===== config.mk =====
export PLATFORM = sky130hd
export DESIGN_NAME = hit_resolver
export DESIGN_NICKNAME = d
export VERILOG_FILES = /design/src/rtl/fight_pkg.sv /design/src/rtl/hit_channel.sv /design/src/rtl/hit_resolver.sv
export SDC_FILE = /design/constraint.sdc
export NUM_CORES = 1
export LEC_CHECK = 0
export CORE_MARGIN = 1.5
export CORE_UTILIZATION = 47
export DETAILED_ROUTE_END_ITERATION = 10
export GPL_TIMING_DRIVEN = 0
export MAX_ROUTING_LAYER = met4
export PLACE_DENSITY = 0.88
export SYNTH_ARGS = -nofsm -noshare
export SYNTH_HDL_FRONTEND = slang
export SYNTH_SLANG_ARGS = --single-unit

===== constraint.sdc =====
create_clock -name clk -period 4.27 [get_ports clk]
set_input_delay 0.6405 -clock clk [delete_from_list [all_inputs] [get_ports clk]]
set_output_delay 0.6405 -clock clk [all_outputs]
set_load 0.03 [all_outputs]

===== src/rtl/fight_pkg.sv =====
// Shared fight-engine constants and the packed hurtbox slice helper.
package fight_pkg;

   localparam int COORD_W          = 10;
   localparam int NUM_HURT         = 2;
   localparam int HITSTUN_FRAMES   = 12;
   localparam int BLOCKSTUN_FRAMES = 6;
   localparam int CNT_W            = 5;

   function automatic int box_lsb(input int k, input int w);
      return k * w;
   endfunction

endpackage


===== src/rtl/hit_channel.sv =====
// One attack direction: attacker hitbox vs victim hurtboxes, single-connect
// latch, registered hit/block pulses and the victim's stun counter.
module hit_channel #(
   parameter int COORD_W          = fight_pkg::COORD_W,
   parameter int NUM_HURT         = fight_pkg::NUM_HURT,
   parameter int HITSTUN_FRAMES   = fight_pkg::HITSTUN_FRAMES,
   parameter int BLOCKSTUN_FRAMES = fight_pkg::BLOCKSTUN_FRAMES,
   parameter int CNT_W            = fight_pkg::CNT_W
) (
   input  logic                        clk,
   input  logic                        rst,
   input  logic                        i_frame_tick,
   input  logic [COORD_W-1:0]          i_hb_x1,
   input  logic [COORD_W-1:0]          i_hb_x2,
   input  logic [COORD_W-1:0]          i_hb_y1,
   input  logic [COORD_W-1:0]          i_hb_y2,
   input  logic                        i_hb_active,
   input  logic                        i_attack_flag,
   input  logic                        i_dir_attack_flag,
   input  logic                        i_attack_start,
   input  logic [NUM_HURT*COORD_W-1:0] i_hu_x1,
   input  logic [NUM_HURT*COORD_W-1:0] i_hu_x2,
   input  logic [NUM_HURT*COORD_W-1:0] i_hu_y1,
   input  logic [NUM_HURT*COORD_W-1:0] i_hu_y2,
   input  logic [NUM_HURT-1:0]         i_hu_active,
   input  logic                        i_is_blocking,
   output logic                        o_got_hit,
   output logic                        o_got_blocked,
   output logic                        o_stun,
   output logic                        o_hitstun,
   output logic [CNT_W-1:0]            o_stun_cnt
);
   import fight_pkg::*;

   localparam logic [CNT_W-1:0] HIT_LOAD = CNT_W'(HITSTUN_FRAMES);
   localparam logic [CNT_W-1:0] BLK_LOAD = CNT_W'(BLOCKSTUN_FRAMES);

   logic [NUM_HURT-1:0] w_box_hit;
   logic                w_overlap_any;
   logic                w_connected_eff;
   logic                w_hit_cond;
   logic                w_block_cond;

   logic                r_connected;
   logic                r_got_hit;
   logic                r_got_blocked;
   logic                r_hitstun;
   logic [CNT_W-1:0]    r_stun_cnt;

   // Inverted x extents are rejected explicitly; strict compares alone would accept them.
   always_comb begin
      w_box_hit = '0;
      for (int k = 0; k < NUM_HURT; k++) begin
         w_box_hit[k] = i_hu_active[k]
            && (i_hb_x1 < i_hb_x2)
            && (i_hu_x1[box_lsb(k, COORD_W) +: COORD_W] < i_hu_x2[box_lsb(k, COORD_W) +: COORD_W])
            && (i_hb_x1 < i_hu_x2[box_lsb(k, COORD_W) +: COORD_W])
            && (i_hb_x2 > i_hu_x1[box_lsb(k, COORD_W) +: COORD_W])
            && (i_hb_y1 < i_hu_y2[box_lsb(k, COORD_W) +: COORD_W])
            && (i_hb_y2 > i_hu_y1[box_lsb(k, COORD_W) +: COORD_W]);
      end
   end

   assign w_overlap_any   = i_hb_active && (|w_box_hit);
   assign w_connected_eff = r_connected && !i_attack_start;
   assign w_hit_cond      = w_overlap_any && i_attack_flag && !i_is_blocking && !w_connected_eff;
   assign w_block_cond    = w_overlap_any && i_dir_attack_flag && i_is_blocking && !w_connected_eff;

   always_ff @(posedge clk) begin
      if (rst) begin
         r_connected   <= 1'b0;
         r_got_hit     <= 1'b0;
         r_got_blocked <= 1'b0;
         r_hitstun     <= 1'b0;
         r_stun_cnt    <= '0;
      end else begin
         r_got_hit     <= w_hit_cond;
         r_got_blocked <= w_block_cond;

         if (w_hit_cond || w_block_cond)
            r_connected <= 1'b1;
         else if (i_attack_start)
            r_connected <= 1'b0;

         // A fresh load always beats a coincident frame decrement.
         if (w_hit_cond) begin
            r_stun_cnt <= HIT_LOAD;
            r_hitstun  <= 1'b1;
         end else if (w_block_cond) begin
            r_stun_cnt <= BLK_LOAD;
            r_hitstun  <= 1'b0;
         end else if (i_frame_tick && (r_stun_cnt != '0)) begin
            r_stun_cnt <= r_stun_cnt - CNT_W'(1);
            if (r_stun_cnt == CNT_W'(1))
               r_hitstun <= 1'b0;
         end
      end
   end

   assign o_got_hit     = r_got_hit;
   assign o_got_blocked = r_got_blocked;
   assign o_stun        = (r_stun_cnt != '0);
   assign o_hitstun     = r_hitstun;
   assign o_stun_cnt    = r_stun_cnt;

endmodule


===== src/rtl/hit_resolver.sv =====
// Symmetric hit/block resolver: two hit_channel instances with the
// attacker and victim roles crossed between the players.
module hit_resolver #(
   parameter int COORD_W          = fight_pkg::COORD_W,
   parameter int NUM_HURT         = fight_pkg::NUM_HURT,
   parameter int HITSTUN_FRAMES   = fight_pkg::HITSTUN_FRAMES,
   parameter int BLOCKSTUN_FRAMES = fight_pkg::BLOCKSTUN_FRAMES,
   parameter int CNT_W            = fight_pkg::CNT_W
) (
   input  logic                        clk,
   input  logic                        rst,
   input  logic                        frame_tick,
   input  logic [COORD_W-1:0]          hb_x1_p1,
   input  logic [COORD_W-1:0]          hb_x2_p1,
   input  logic [COORD_W-1:0]          hb_y1_p1,
   input  logic [COORD_W-1:0]          hb_y2_p1,
   input  logic                        hb_active_p1,
   input  logic                        attack_flag_p1,
   input  logic                        dir_attack_flag_p1,
   input  logic                        attack_start_p1,
   input  logic [COORD_W-1:0]          hb_x1_p2,
   input  logic [COORD_W-1:0]          hb_x2_p2,
   input  logic [COORD_W-1:0]          hb_y1_p2,
   input  logic [COORD_W-1:0]          hb_y2_p2,
   input  logic                        hb_active_p2,
   input  logic                        attack_flag_p2,
   input  logic                        dir_attack_flag_p2,
   input  logic                        attack_start_p2,
   input  logic [NUM_HURT*COORD_W-1:0] hu_x1_p1,
   input  logic [NUM_HURT*COORD_W-1:0] hu_x2_p1,
   input  logic [NUM_HURT*COORD_W-1:0] hu_y1_p1,
   input  logic [NUM_HURT*COORD_W-1:0] hu_y2_p1,
   input  logic [NUM_HURT-1:0]         hu_active_p1,
   input  logic [NUM_HURT*COORD_W-1:0] hu_x1_p2,
   input  logic [NUM_HURT*COORD_W-1:0] hu_x2_p2,
   input  logic [NUM_HURT*COORD_W-1:0] hu_y1_p2,
   input  logic [NUM_HURT*COORD_W-1:0] hu_y2_p2,
   input  logic [NUM_HURT-1:0]         hu_active_p2,
   input  logic                        is_blocking_p1,
   input  logic                        is_blocking_p2,
   output logic                        got_hit_p1,
   output logic                        got_blocked_p1,
   output logic                        stun_p1,
   output logic                        hitstun_p1,
   output logic [CNT_W-1:0]            stun_cnt_p1,
   output logic                        got_hit_p2,
   output logic                        got_blocked_p2,
   output logic                        stun_p2,
   output logic                        hitstun_p2,
   output logic [CNT_W-1:0]            stun_cnt_p2
);
   import fight_pkg::*;

   // P1 attacks, P2 is the victim.
   hit_channel #(
      .COORD_W(COORD_W), .NUM_HURT(NUM_HURT), .HITSTUN_FRAMES(HITSTUN_FRAMES),
      .BLOCKSTUN_FRAMES(BLOCKSTUN_FRAMES), .CNT_W(CNT_W)
   ) u_p1_to_p2 (
      .clk(clk), .rst(rst), .i_frame_tick(frame_tick),
      .i_hb_x1(hb_x1_p1), .i_hb_x2(hb_x2_p1), .i_hb_y1(hb_y1_p1), .i_hb_y2(hb_y2_p1),
      .i_hb_active(hb_active_p1), .i_attack_flag(attack_flag_p1),
      .i_dir_attack_flag(dir_attack_flag_p1), .i_attack_start(attack_start_p1),
      .i_hu_x1(hu_x1_p2), .i_hu_x2(hu_x2_p2), .i_hu_y1(hu_y1_p2), .i_hu_y2(hu_y2_p2),
      .i_hu_active(hu_active_p2), .i_is_blocking(is_blocking_p2),
      .o_got_hit(got_hit_p2), .o_got_blocked(got_blocked_p2), .o_stun(stun_p2),
      .o_hitstun(hitstun_p2), .o_stun_cnt(stun_cnt_p2)
   );

   // P2 attacks, P1 is the victim.
   hit_channel #(
      .COORD_W(COORD_W), .NUM_HURT(NUM_HURT), .HITSTUN_FRAMES(HITSTUN_FRAMES),
      .BLOCKSTUN_FRAMES(BLOCKSTUN_FRAMES), .CNT_W(CNT_W)
   ) u_p2_to_p1 (
      .clk(clk), .rst(rst), .i_frame_tick(frame_tick),
      .i_hb_x1(hb_x1_p2), .i_hb_x2(hb_x2_p2), .i_hb_y1(hb_y1_p2), .i_hb_y2(hb_y2_p2),
      .i_hb_active(hb_active_p2), .i_attack_flag(attack_flag_p2),
      .i_dir_attack_flag(dir_attack_flag_p2), .i_attack_start(attack_start_p2),
      .i_hu_x1(hu_x1_p1), .i_hu_x2(hu_x2_p1), .i_hu_y1(hu_y1_p1), .i_hu_y2(hu_y2_p1),
      .i_hu_active(hu_active_p1), .i_is_blocking(is_blocking_p1),
      .o_got_hit(got_hit_p1), .o_got_blocked(got_blocked_p1), .o_stun(stun_p1),
      .o_hitstun(hitstun_p1), .o_stun_cnt(stun_cnt_p1)
   );

endmodule


==> results.py <==
metrics = {
    "status": {
        "status": "completed",
    },
    "floorplan": {
        "core_area_um2": 12500,
        "start_util_pct": 47.8,
        "rows": 41,
        "dieHeight_um": 116,
        "die_w_um": 116,
        "die-area_um2": 13400,
        "io_pins": 275,
    },
    "clock_network": {
        "clock_path_buffers": 2,
        "cts_tree": "yes",
        "postCtsHoldBufs": 0,
        "clock_latency_ns": 0.25,
        "root_buffer": "clkbuf_16",
        "cts_setup_buffers": 0,
        "post_cts_resized": 0,
        "numCtsBuffers": 3,
        "cts.sinks": 18,
        "h-tree-depth": 1,
        "clkSlewWorstSetupHoldPaths_ns": 0.05,
    },
    "grt": {
        "antenna_found_initial": 0,
        "grt_pass1_wl_mm": 29.9,
        "grt_max_degree": 11,
        "grt_pass1_vias": 6694,
        "grt_use_total_pct": 29.1,
        "grt-ovfl-total": 0,
    },
    "route": {
        "totalWireLength_mm": 19.8,
        "drt_iter0_markers": 251,
        "post_drt_wl_per_cell_um": 15.9,
        "postRouteAntennaNets": 0,
        "drc": 0,
        "dr.pass1.iters": 5,
        "drt-vias-per-instance": 5.42,
        "vias": 6724,
    },
    "layout": {
        "area_delta_synth_final_pct": 50.9,
        "fin_util_pct": 72.1,
        "final_layout_size_suffix_gt1_share_pct": 1.22,
        "mostFrequentLayoutCell": "clkdlybuf4s50_1",
        "antennaDiodeCount": 0,
        "nets": 1536,
        "most-common-layout-cells": "274 x clkdlybuf4s50_1, 210 x ha_1, 188 x inv_1, 68 x a21oi_1, 44 x nand2_1",
    },
    "timing": {
        "tightest_slew_ns": 1.03,
        "fin_setup_tns_ns": 0,
        "slew_violations": 0,
        "hold_viol": 0,
        "min_period_ns": 3.60,
        "fmax_mhz": 278,
        "fin_crit_sh_pct": 84.4,
        "fin_worst_skew_ns": 0.00183,
        "setup-violations-final": 0,
        "max_slew_margin_pct": 30.3,
        "rsz0062_at_grt": "false",
    },
    "critical_path": {
        "cp_num_buf_inv": 1,
        "cp.arrival_ns": 3.72,
        "cpMostUsedCell": "nor4_1",
        "worstPathMaxFanout": 5,
        "slowest_stage": "clkdlybuf4s50_1",
        "reg2regPathDepth": 5,
        "critical_path_class": "in2reg",
        "cp_top_family": "simple AND/OR/NAND/NOR gates",
        "required_ns": 4.39,
        "path_depth": 9,
        "end_kind": "flip-flop",
        "startpoint_type": "primary input",
        "max_stage_delay_ns": 0.53,
        "crit_chain": "clkdlybuf4s50_1, ha_1, a222oi_1, nand2_1, or4_1, nor4_1, nand4_1, and2_2, nor4_1",
    },
    "logic_synthesis": {
        "ys.flop_type": "dfxtp_1",
        "ys_types": 58,
        "ys_seq_area_share_pct": 6.02,
        "synth_top_area_cell": "ha_1",
        "ys_top_cells_by_area": "ha_1 44%, inv_1 12%, dfxtp_1 6.0%",
        "async_flop_share_pct": 0,
        "synthesis.area_um2": 5980,
        "synth_nets": 1257,
        "ys_ff_latch": 18,
        "netlist_instances": 790,
        "yosys_warnings": 0,
        "avgSynthCellArea_um2": 7.57,
        "synth_edf_count": 0,
        "synth_top_area_share_pct": 43.9,
    },
    "placed_design": {
        "gp_congestion": 0.967,
        "portBuffers": 274,
        "place_hpwl_mm": 18.0,
    },
    "power_and_ir_drop": {
        "p_leak_uw": 0.00460,
        "power_density_nw_per_um2": 167,
        "power_uw": 1510,
        "vdd_drop_max_mv": 0.319,
    },
    "hold_path": {
        "holdCritPathClass": "reg2reg",
        "min_path_cells": 2,
    },
    "run": {
        "maxCapViolCount": 0,
    },
}
[registers in the layout, summed over array words and instances, names as in the netlist]
signal,flops
u_p2_to_p1.o_stun_cnt,5
u_p2_to_p1.o_hitstun,1
u_p1_to_p2.o_got_hit,1
u_p2_to_p1.o_got_hit,1
u_p2_to_p1.o_got_blocked,1
u_p2_to_p1.r_connected,1
u_p1_to_p2.r_connected,1
u_p1_to_p2.o_got_blocked,1
u_p1_to_p2.o_stun_cnt,5
u_p1_to_p2.o_hitstun,1
[kinds of logic (layout without fill, tap and decap cells)]
logic type	Yosys count	after routing	synth area share, %
xor gates and xnor gates	6	6	0.878
DFF	18	18	6.02
adders and majority gates	210	210	43.9
and+or+nand+nor	184	184	17.4
buffers and inverters	190	468	11.9
AOI/OAI and AO/OA	182	182	19.9
[stage by stage]
stage,setup slack (ns),hold WS [ns],std cells,area (um^2)
after CTS,0.667,0.469,1240,9030
after global placement,0.472,0.463,1236,8940
after detailed placement,0.439,0.459,1236,8940
after floorplan,1.39,0.446,790,5980
final,0.667,0.463,1240,9030
after global routing,0.533,0.498,1240,9030
[worst paths after layout]
kind                       startpoint                  endpoint  slack [ns]
max reg2reg    u_p1_to_p2.r_connected  u_p1_to_p2.o_stun_cnt[1]        2.37
min          u_p2_to_p1.o_stun_cnt[4]  u_p2_to_p1.o_stun_cnt[4]        0.46
max                       hb_x1_p1[9]      u_p1_to_p2.o_got_hit        0.67
min reg2reg  u_p2_to_p1.o_stun_cnt[4]  u_p2_to_p1.o_stun_cnt[4]        0.46
[cells in the mapped netlist (all sizes together) (4+ instances only)]
master,number
ha,210
xnor2,4
o32ai,4
a211oi,13
a221o,5
a21o,23
o21a,5
nand3,13
nor4b,4
nor2,19
nand4,31
o22ai,6
inv,188
and4,9
nor2b,5
dfxtp,18
nor4,10
o21ai,25
and2,5
a21oi,68
nand2,44
nand2b,20
nor3,11
[worst register-to-register path, stage by stage, from the launching register on]
cell and delay, ns:
dfxtp_1 0.29, nand2b_1 0.12, nor4bb_1 0.32, o311ai_1 0.35
a211o_1 0.38, a2111oi_2 0.34
[power by group]
group | total (uW) | internal (uW) | switching, uW
clock network | 206 | 143 | 63.4
registers | 232 | 196 | 36.6
logic | 1070 | 554 | 517
[routing by layer]
| metal | wire length, um | part of all wire (%) | global-route usage [%] | up-vias |
|---|---|---|---|---|
| met3 | 1210 | 6.1 | 3.45 | 75 |
| met5 | 0 | 0 | - | - |
| met4 | 965 | 4.9 | 12.5 | 0 |
| met2 | 9680 | 49 | 54.2 | 273 |
| met1 | 7900 | 40 | 30.7 | 2986 |
| li1 | - | - | - | 3390 |
[cell type report]
class / instances / area, um^2
well taps: 172 / 215
clock buffers: 4 / 88.8
fillers: 1025 / 3490
flip-flops and latches: 18 / 360
repair buffers: 274 / 2740
inverters: 188 / 706
multi-input cells: 582 / 4910
plain buffers: 2 / 7.51
No activity file was read; power rests on OpenSTA's default activity.
==> edit (same settings) <==
The package constant `CNT_W` goes from 5 to 7.
--- a/src/rtl/fight_pkg.sv
+++ b/src/rtl/fight_pkg.sv
@@ -5,7 +5,7 @@
    localparam int NUM_HURT         = 2;
    localparam int HITSTUN_FRAMES   = 12;
    localparam int BLOCKSTUN_FRAMES = 6;
-   localparam int CNT_W            = 5;
+   localparam int CNT_W            = 7;
 
    function automatic int box_lsb(input int k, input int w);
       return k * w;
Ports: changed (resized stun_cnt_p1 and stun_cnt_p2); port bits go from 275 to 279. No check against the original RTL was run, so the function may have changed too.
==> edit against the unedited design <==
Wire length up 2.0%. Power up 35%. Sequential cell count up 4. Critical path depth up 2. Design area up 2.3%. Synthesized area up 2.8%. Clock skew up 0.0014 ns. Largest power group unchanged. Worst setup slack worse by 0.060 ns.
==> edit: results (changes against the unedited design) <==
status = finished, final reports clean
IO Port Bufs = 277 (+1.1%)
final-stage net count = 1547 (+0.72%)
met2 Use GR = 0.585 (+0.0426)
vias in the first global route = 7109 (+6.2%)
crit-path max cell delay = 0.73 ns (+0.20 ns)
Fill cells = 951 (-7.2%)
CP delay by family, top = compound AO/OA/AOI/OAI gates
syn nets = 1265 (+0.64%)
post-placement cell area = 9140 um2 (+2.2%)
Post-CTS Setup Bufs = 0 (unchanged)
Worst Path Arrival = 3.85 ns (+0.13 ns)
Clk pwr share = 0.132 (-0.004)
met1 GRT Util = 0.296 (-0.0112)
switch share = 0.429 (+0.0200)
CTS resizes = 0 (unchanged)
met3 GRT Util = 0.0530 (+0.0185)
worst slack, placed = 0.363 ns (-0.0761 ns)
combinational power = 1.42 mW (+33%)
clock buffer depth = 2 (unchanged)
Vias = 6821 (+1.4%)
Non-Filler Instances = 1249 (+0.73%)
GPL Wtd Cong = 0.952 (-1.5%)
HP Class = register to register
CP max-delay cell = a221oi_2
Die W = 117 um (+1.3%)
most frequent cells after synthesis = 212 x ha_1, 183 x inv_1, 56 x a21oi_1, 42 x nand2_1, 31 x a21o_1
largest net degree at the start of global routing = 14 (+3)
worst rel slew slack = 0.466 (+0.163)
syn avg cell area = 7.72 um2 (+2.0%)
DRC = 0 (unchanged)
initial drt markers = 313 (+25%)
post-synthesis sequential area ratio = 0.0716 (+0.0114)
Tot Pwr = 2.03 mW (+35%)
first-pass GRT wire length = 33.0 mm (+10%)
clock slew at reported path FFs = 0.06 ns
layout cells sized above 1 = 0.0158 (+0.00361)
ranking of synthesized cells by area = ha_1 43%, inv_1 11%, dfxtp_1 7.2%
fin util = 0.729 (+0.00793)
synth unique cells = 61 (+5.2%)
leakage = 4.74 nW (+3.0%)
Layout Skew = 0.00323 ns (+0.00140 ns)
TritonCTS Buffers = 3 (unchanged)
HPWL Detailed = 18.0 mm (about the same)
drt total wl = 20.2 mm (+2.0%)
Max IR drop VDD = 0.281 mV (-12%)
critical path fanouts, max = 9 (+4)
Total GRT Usage = 0.298 (+0.00722)
DR pass1 iterations = 4 (-1)
H-tree Lvls = 1 (unchanged)
## edit: cell types whose count changed after synthesis, sizes merged, moves of 4 or more
cell    change
a221oi      +4
mux2        +4
o22ai       -4
a21o        +8
a21oi      -12
inv         -5
dfxtp       +4
xnor2       +6
and3        +5
nand4       -4
## edit: layout make-up
type,count,area share
Buffer,2,0.000812
Timing Repair Buffer,277,0.300
Clock inverter,1,0.00325
Tap cell,172,0.0233
Multi-Input combinational cell,589,0.543
Inverter,183,0.0743
Clock buffer,3,0.00812
Sequential cell,22,0.0477
## edit: worst register-to-register path, delay by kind of cell, from the launching register on
kind / cells / cell delay [ns]
and+or+nand+nor: 5 / 1.22
DFF: 1 / 0.37
muxes: 1 / 0.28
xor gates and xnor gates: 1 / 0.16
AOI/OAI and AO/OA: 1 / 0.12
## edit: kinds of logic (layout without fill, tap and decap cells)
group,after synthesis,count (layout),synth area share
muxes,6,6,0.0106
buffers and inverters,185,466,0.113
adders and majority gates,212,212,0.431
DFF,22,22,0.0716
and+or+nand+nor,180,180,0.159
AOI/OAI and AO/OA,179,179,0.197
xor gates and xnor gates,12,12,0.0171
## edit: per-layer routing
metal	wire length (um)	share of wire
met3	1580	0.078
met1	7340	0.36
met4	648	0.032
met2	10600	0.53
met5	0	0
## edit: path summary, 6_finish.rpt
path                                                from                       end  slack (ns)  depth (start not counted)
worst max-delay path                         hu_y1_p2[6]      u_p1_to_p2.o_hitstun        0.61                         11
worst max register to register  u_p2_to_p1.o_stun_cnt[3]  u_p2_to_p1.o_stun_cnt[3]        2.06                          8
worst min-delay path              u_p1_to_p2.r_connected    u_p1_to_p2.r_connected        0.53                          2
worst min register to register    u_p1_to_p2.r_connected    u_p1_to_p2.r_connected        0.53                          2
